`src/rtl/fifo_rd_packer_pkg.sv`:
```
// Shared constants and flush FSM encoding for the FIFO read-side packer.
package fifo_rd_packer_pkg;

    localparam int DATA_WIDTH_DEF = 8;
    localparam int PACK_RATIO_DEF = 4;
    localparam int OUT_BUF_DEPTH  = 2;

    typedef enum logic [1:0] {
        FL_IDLE  = 2'd0,
        FL_DRAIN = 2'd1,
        FL_EMIT  = 2'd2
    } flush_state_t;

endpackage

```
`src/rtl/pack_out_buf.sv`:
```
// Two-entry {data, be} output buffer with a registered head entry.
// Latency: a pushed word is visible on out_valid the next cycle.
// Backpressure: the head holds while out_valid && !pop; a push into a full buffer without a pop is dropped.
module pack_out_buf
    import fifo_rd_packer_pkg::*;
#(
    parameter int DW = 32,
    parameter int BW = 4
) (
    input  logic          rd_clk,
    input  logic          rd_rstn,
    input  logic          push,
    input  logic [DW-1:0] push_data,
    input  logic [BW-1:0] push_be,
    input  logic          pop,
    output logic [1:0]    buf_cnt,
    output logic          out_valid,
    output logic [DW-1:0] out_data,
    output logic [BW-1:0] out_be
);

    localparam logic [1:0] FULL = 2'(OUT_BUF_DEPTH);

    logic [DW-1:0] tail_data;
    logic [BW-1:0] tail_be;
    logic          pop_ok;
    logic          push_ok;

    assign pop_ok    = pop && (buf_cnt != 2'd0);
    assign push_ok   = push && ((buf_cnt < FULL) || pop_ok);
    assign out_valid = (buf_cnt != 2'd0);

    // The unused tail is kept at zero so a shift into the head leaves clean data.
    always_ff @(posedge rd_clk or negedge rd_rstn) begin
        if (!rd_rstn) begin
            buf_cnt   <= 2'd0;
            out_data  <= '0;
            out_be    <= '0;
            tail_data <= '0;
            tail_be   <= '0;
        end else begin
            case ({push_ok, pop_ok})
                2'b10: begin
                    if (buf_cnt == 2'd0) begin
                        out_data <= push_data;
                        out_be   <= push_be;
                    end else begin
                        tail_data <= push_data;
                        tail_be   <= push_be;
                    end
                    buf_cnt <= buf_cnt + 2'd1;
                end
                2'b01: begin
                    out_data  <= tail_data;
                    out_be    <= tail_be;
                    tail_data <= '0;
                    tail_be   <= '0;
                    buf_cnt   <= buf_cnt - 2'd1;
                end
                2'b11: begin
                    if (buf_cnt == 2'd1) begin
                        out_data <= push_data;
                        out_be   <= push_be;
                    end else begin
                        out_data  <= tail_data;
                        out_be    <= tail_be;
                        tail_data <= push_data;
                        tail_be   <= push_be;
                    end
                end
                default: ;
            endcase
        end
    end

endmodule

```
`src/rtl/fifo_rd_packer.sv`:
```
// Packs PACK_RATIO FIFO beats little-endian into one word; flush emits a partial word with a lane mask.
// Latency: a word is valid the cycle after the rd_valid of its last beat.
// Backpressure: FIFO reads stop once the 2-entry output buffer could not absorb the words already in progress.
module fifo_rd_packer
    import fifo_rd_packer_pkg::*;
#(
    parameter int DATA_WIDTH = DATA_WIDTH_DEF,
    parameter int PACK_RATIO = PACK_RATIO_DEF,
    parameter int LANE_W     = 2
) (
    input  logic                             rd_clk,
    input  logic                             rd_rstn,
    input  logic                             fifo_empty,
    output logic                             fifo_rd_ready,
    input  logic                             fifo_rd_valid,
    input  logic [DATA_WIDTH-1:0]            fifo_rd_data,
    input  logic                             flush,
    output logic                             flush_busy,
    output logic                             out_valid,
    input  logic                             out_ready,
    output logic [DATA_WIDTH*PACK_RATIO-1:0] out_data,
    output logic [PACK_RATIO-1:0]            out_be
);

    localparam int                WORD_W    = DATA_WIDTH * PACK_RATIO;
    localparam logic [LANE_W-1:0] LAST_LANE = LANE_W'(PACK_RATIO - 1);

    flush_state_t          state;
    logic [LANE_W-1:0]     lane_cnt;
    logic                  inflight;
    logic [WORD_W-1:0]     pack_data;
    logic [PACK_RATIO-1:0] pack_be;
    logic [WORD_W-1:0]     pack_data_nxt;
    logic [PACK_RATIO-1:0] pack_be_nxt;
    logic [1:0]            buf_cnt;
    logic                  buf_push;
    logic                  buf_pop;
    logic [WORD_W-1:0]     push_data;
    logic [PACK_RATIO-1:0] push_be;
    logic                  word_done;
    logic                  emit_go;
    logic                  pop;
    logic [LANE_W+1:0]     lane_sum;
    logic [2:0]            words_needed;

    // Counts the words that would be waiting if one more beat were requested,
    // ignoring any output pop this cycle so the buffer can never overflow.
    always_comb begin
        lane_sum     = (LANE_W+2)'(lane_cnt) + (LANE_W+2)'(inflight) + (LANE_W+2)'(1);
        words_needed = {1'b0, buf_cnt} + 3'(lane_sum >> LANE_W);
    end

    assign fifo_rd_ready = !flush_busy && (words_needed <= 3'd2);
    assign pop           = fifo_rd_ready && !fifo_empty;
    assign buf_pop       = out_valid && out_ready;

    always_comb begin
        pack_data_nxt = pack_data;
        pack_be_nxt   = pack_be;
        pack_data_nxt[lane_cnt*DATA_WIDTH +: DATA_WIDTH] = fifo_rd_data;
        pack_be_nxt[lane_cnt] = 1'b1;
        word_done = fifo_rd_valid && (lane_cnt == LAST_LANE);
        emit_go   = (state == FL_EMIT) && ((buf_cnt < 2'(OUT_BUF_DEPTH)) || buf_pop);
        buf_push  = word_done || emit_go;
        push_data = word_done ? pack_data_nxt : pack_data;
        push_be   = word_done ? pack_be_nxt : pack_be;
    end

    always_ff @(posedge rd_clk or negedge rd_rstn) begin
        if (!rd_rstn) begin
            state      <= FL_IDLE;
            flush_busy <= 1'b0;
            lane_cnt   <= '0;
            inflight   <= 1'b0;
            pack_data  <= '0;
            pack_be    <= '0;
        end else begin
            inflight <= pop;
            if (fifo_rd_valid) begin
                if (word_done) begin
                    pack_data <= '0;
                    pack_be   <= '0;
                    lane_cnt  <= '0;
                end else begin
                    pack_data <= pack_data_nxt;
                    pack_be   <= pack_be_nxt;
                    lane_cnt  <= lane_cnt + 1'b1;
                end
            end
            // No beat can land in EMIT, so its clear never races the packing update.
            case (state)
                FL_IDLE: begin
                    if (flush) begin
                        state      <= FL_DRAIN;
                        flush_busy <= 1'b1;
                    end
                end
                FL_DRAIN: begin
                    if (!inflight) begin
                        if (lane_cnt == '0) begin
                            state      <= FL_IDLE;
                            flush_busy <= 1'b0;
                        end else begin
                            state <= FL_EMIT;
                        end
                    end
                end
                FL_EMIT: begin
                    if (emit_go) begin
                        state      <= FL_IDLE;
                        flush_busy <= 1'b0;
                        pack_data  <= '0;
                        pack_be    <= '0;
                        lane_cnt   <= '0;
                    end
                end
                default: begin
                    state      <= FL_IDLE;
                    flush_busy <= 1'b0;
                end
            endcase
        end
    end

    pack_out_buf #(
        .DW (WORD_W),
        .BW (PACK_RATIO)
    ) u_out_buf (
        .rd_clk    (rd_clk),
        .rd_rstn   (rd_rstn),
        .push      (buf_push),
        .push_data (push_data),
        .push_be   (push_be),
        .pop       (buf_pop),
        .buf_cnt   (buf_cnt),
        .out_valid (out_valid),
        .out_data  (out_data),
        .out_be    (out_be)
    );

endmodule

```
`config.mk`:
```
export PLATFORM = sky130hd
export DESIGN_NAME = fifo_rd_packer
export DESIGN_NICKNAME = d
export VERILOG_FILES = /design/src/rtl/fifo_rd_packer_pkg.sv /design/src/rtl/pack_out_buf.sv /design/src/rtl/fifo_rd_packer.sv
export SDC_FILE = /design/constraint.sdc
export NUM_CORES = 1
export LEC_CHECK = 0
export BUFFER_PORTS_ARGS = -buffer_cell sky130_fd_sc_hd__buf_4
export CELL_PAD_IN_SITES_DETAIL_PLACEMENT = 0
export CELL_PAD_IN_SITES_GLOBAL_PLACEMENT = 1
export CORE_MARGIN = 3
export CORE_UTILIZATION = 47
export DETAILED_ROUTE_END_ITERATION = 16
export PLACE_DENSITY = 0.76
export SYNTH_ARGS = -nofsm -noshare
export SYNTH_HDL_FRONTEND = slang
export SYNTH_SLANG_ARGS = --single-unit
```
`constraint.sdc`:
```
create_clock -name rd_clk -period 3.81 [get_ports rd_clk]
set_input_delay 1.143 -clock rd_clk [delete_from_list [all_inputs] [get_ports rd_clk]]
set_output_delay 1.143 -clock rd_clk [all_outputs]
set_load 0.02 [all_outputs]
```
==> flow_metrics.tcl <==
set metrics [dict create \
    viasPerCell 6.00 \
    ant_nets 0 \
    setup_tns_ns 0 \
    yosys-top-cells-area "dfrtp_1 51%, mux2_2 5.8%, o2bb2ai_1 5.6%" \
    total_power_uw 4750 \
    syn_nets 551 \
    drt_iter0_drc 425 \
    first_pass_iters 5 \
    dp_hpwl_um 8810 \
    tightestPinTransition_ns 0.736 \
    fin_area_mm2 0.00671 \
    status "finished, final reports clean" \
    p_per_area_mw_per_mm2 708 \
    ctsHoldBuffers 0 \
    cap_violations 0 \
    synth_edf_count 0 \
    clockBufferDepth 2 \
    antenna_found_initial 0 \
    crit_path_frequent_cell "nor2_1" \
    cts_resized 0 \
    fmax_mhz 312 \
    core_mm2 0.0116 \
    clk_latency_ns 0.41 \
    layout_min_cycle_time_ns 3.21 \
    wl_per_cell_um 18.9 \
    dieWidth_um 116 \
    fin_nets 598 \
    die_h_um 116 \
    worstSetupPathType "flop to primary output" \
    grtUsageTotal_pct 21.7 \
    cp.buffers_inverters 2 \
    portBuffers 52 \
    num_rows 39 \
    finalSetupViolations 0 \
    async_reset_ff_share_pct 100 \
    synth_top_area_cell "dfrtp_1" \
    routed_wl_um 13600 \
    via_count 4326 \
    synth_flop_cell "dfrtp_1" \
    p_leak_uw 0.00308 \
    cp_cell_sequence "nor2_1 > nor2_1 > ha_1 > inv_1 > ha_1 > a21oi_1 > nor2_1 > buf_4" \
    fin_worst_skew_ns 0.00611 \
    fp.dieArea_mm2 0.0133 \
    arrival_ns 2.06 \
    drc 0 \
    whs_ns 0.475 \
    final-hold-violation-count 0 \
    pre_cts_ws_ns 0.465 \
    grt_pass1_wl_um 22200 \
    area_delta_synth_final_pct 19.0 \
    fin_ws_ns 0.602 \
    syn_area_mm2 0.00564 \
    critical-path-top-delay-family "flip-flops" \
    max-slew-margin-rel_pct 50.9 \
    cts_tree "yes" \
    maxSlewViolCount 0 \
    place_congestion 0.829 \
    antenna_cells 0 \
    vdd_drop_max_v 0.000462 \
    avgSynthCellArea_um2 10.8 \
    rsz0062_at_grt "false" \
    place_area_mm2 0.00616 \
    start_util_pct 48.7 \
    end_kind "primary output" \
    ctsHtreeMaxLevel 4 \
    ys_ff_latch 116 \
    hold_path.class "flop to flop" \
    cts-root-buf "clkbuf_16" \
    grt_pass1_vias 4174 \
    synth_top_cell_area_share_pct 51.5 \
    crit_path_top_delay_cell "dfrtp_1" \
    postSynthCellCount 520 \
    clk_pin_slew_ns 0.05 \
    drive_gt1_share_pct 22.3 \
    grt_max_degree 62 \
    critPathLaunchType "flop" \
    seq_area_frac_synth_pct 51.5 \
    synthDistinctLibCells 45 \
    num_io_pins 53 \
    fin_crit_sh_pct 84.2 \
    gr-total-overflow 0 \
    cts_sinks 116 \
    ys_warn_count 0 \
    required_ns 2.67 \
    path_max_fanout 11 \
    cts_buffers 17 \
    post_cts_buffers 0 \
    max_stage_delay_ns 0.55 \
]
-- power breakdown --
part           leakage (uW)  internal, uW  switching [uW]
Sequential          0.00159          1490             179
Combinational       0.00122           599            1020
Clock              0.000273           952             516
-- cell usage after synthesis (all sizes together), types with 2 or more instances --
cell type and n:
o2bb2ai 36, o31ai 5, and2 13, nand3b 2, nor3 2, a32oi 26
ha 17, and3 2, buf 14, a22oi 29, nand4 8, a21oi 13
nor2 46, nor2b 9, a2bb2oi 8, dfrtp 116, clkbuf 25, nand2 40
o21ai 39, mux2 37, or2 2, nand3 4, inv 10, nand2b 4
-- worst min-delay path: stages (launching register included) --
cell     delay, ns
dfrtp_1       0.34
nand2_1       0.05
o31ai_1       0.05
-- flip-flops by register name, indices dropped and copies added (netlist names), 2 cells and up --
signal / flops
u_out_buf.tail_data: 32
state: 2
pack_be: 4
u_out_buf.out_be: 4
u_out_buf.tail_be: 4
u_out_buf.out_data: 32
pack_data: 32
u_out_buf.buf_cnt: 2
lane_cnt: 2
-- layout by cell type (no fill, tap or decap), types with 2 or more instances in the layout --
cell / synthesis / layout
nor2b_1: 9 / 9
a22oi_1: 29 / 29
clkinv_2: 0 / 4
nand4_1: 8 / 8
o21ai_0: 35 / 35
a32oi_1: 26 / 26
mux2_2: 29 / 29
buf_4: 1 / 65
ha_1: 17 / 17
nand2_1: 40 / 40
o31ai_1: 4 / 4
o2bb2ai_1: 36 / 36
or2_2: 2 / 2
nand3_1: 4 / 4
inv_1: 10 / 10
and3_1: 2 / 2
buf_12: 0 / 2
o21ai_1: 4 / 4
nand3b_1: 2 / 2
a2bb2oi_1: 8 / 8
nand2b_1: 4 / 4
clkbuf_8: 0 / 4
and2_1: 13 / 13
clkbuf_1: 25 / 4
mux2_1: 8 / 8
a21oi_1: 12 / 11
a21oi_2: 1 / 2
clkbuf_16: 0 / 17
nor2_1: 46 / 46
dfrtp_1: 116 / 116
-- per-layer routing --
metal  track usage [%]  routed length [um]  vias up
met5                 0                   0        -
met4              8.22                 248        0
met1              30.3                6320     2170
met3              4.86                 643       21
met2              33.2                6430      119
li1                  -                   -     2016
-- cells by family after synthesis --
| family | count (synthesis) | share of synthesized area (%) |
|---|---|---|
| buf+inv | 49 | 3.93 |
| fa+ha+maj | 17 | 3.77 |
| simple gates | 139 | 12.2 |
| mux | 38 | 7.57 |
| xor+xnor | 2 | 0.311 |
| compound gates | 159 | 20.8 |
| flops | 116 | 51.5 |
-- cell type report --
class	instances	area [um^2]
repair buffers	67	528
clock inverters	5	50.0
clock buffers	25	495
fillers	978	4860
multi-input cells	355	2520
flip-flops and latches	116	2900
well taps	143	179
inverters	10	37.5
-- per-stage QoR --
stage | utilization, % | instances
floorplan | - | 520
global placement | 53.3 | 691
detailed placement | 53.3 | 691
CTS | 58.0 | 721
global route | 58.0 | 721
finish | 58.0 | 721
-- path summary, 6_finish.rpt --
check | slack [ns] | cells after the start | start | to
max in group asynchronous | 2.23 | 2 | rd_rstn | u_out_buf.tail_data[11]
min in group asynchronous | 0.79 | 1 | rd_rstn | u_out_buf.out_data[27]
setup / recovery | 0.60 | 8 | lane_cnt[0] | fifo_rd_ready
hold / removal | 0.47 | 2 | u_out_buf.tail_be[1] | u_out_buf.tail_be[1]
setup reg to reg | 0.68 | 12 | u_out_buf.buf_cnt[1] | u_out_buf.out_data[6]
hold reg to reg | 0.47 | 2 | u_out_buf.tail_be[1] | u_out_buf.tail_be[1]
Note: power is estimated with default switching activity, not from simulation.
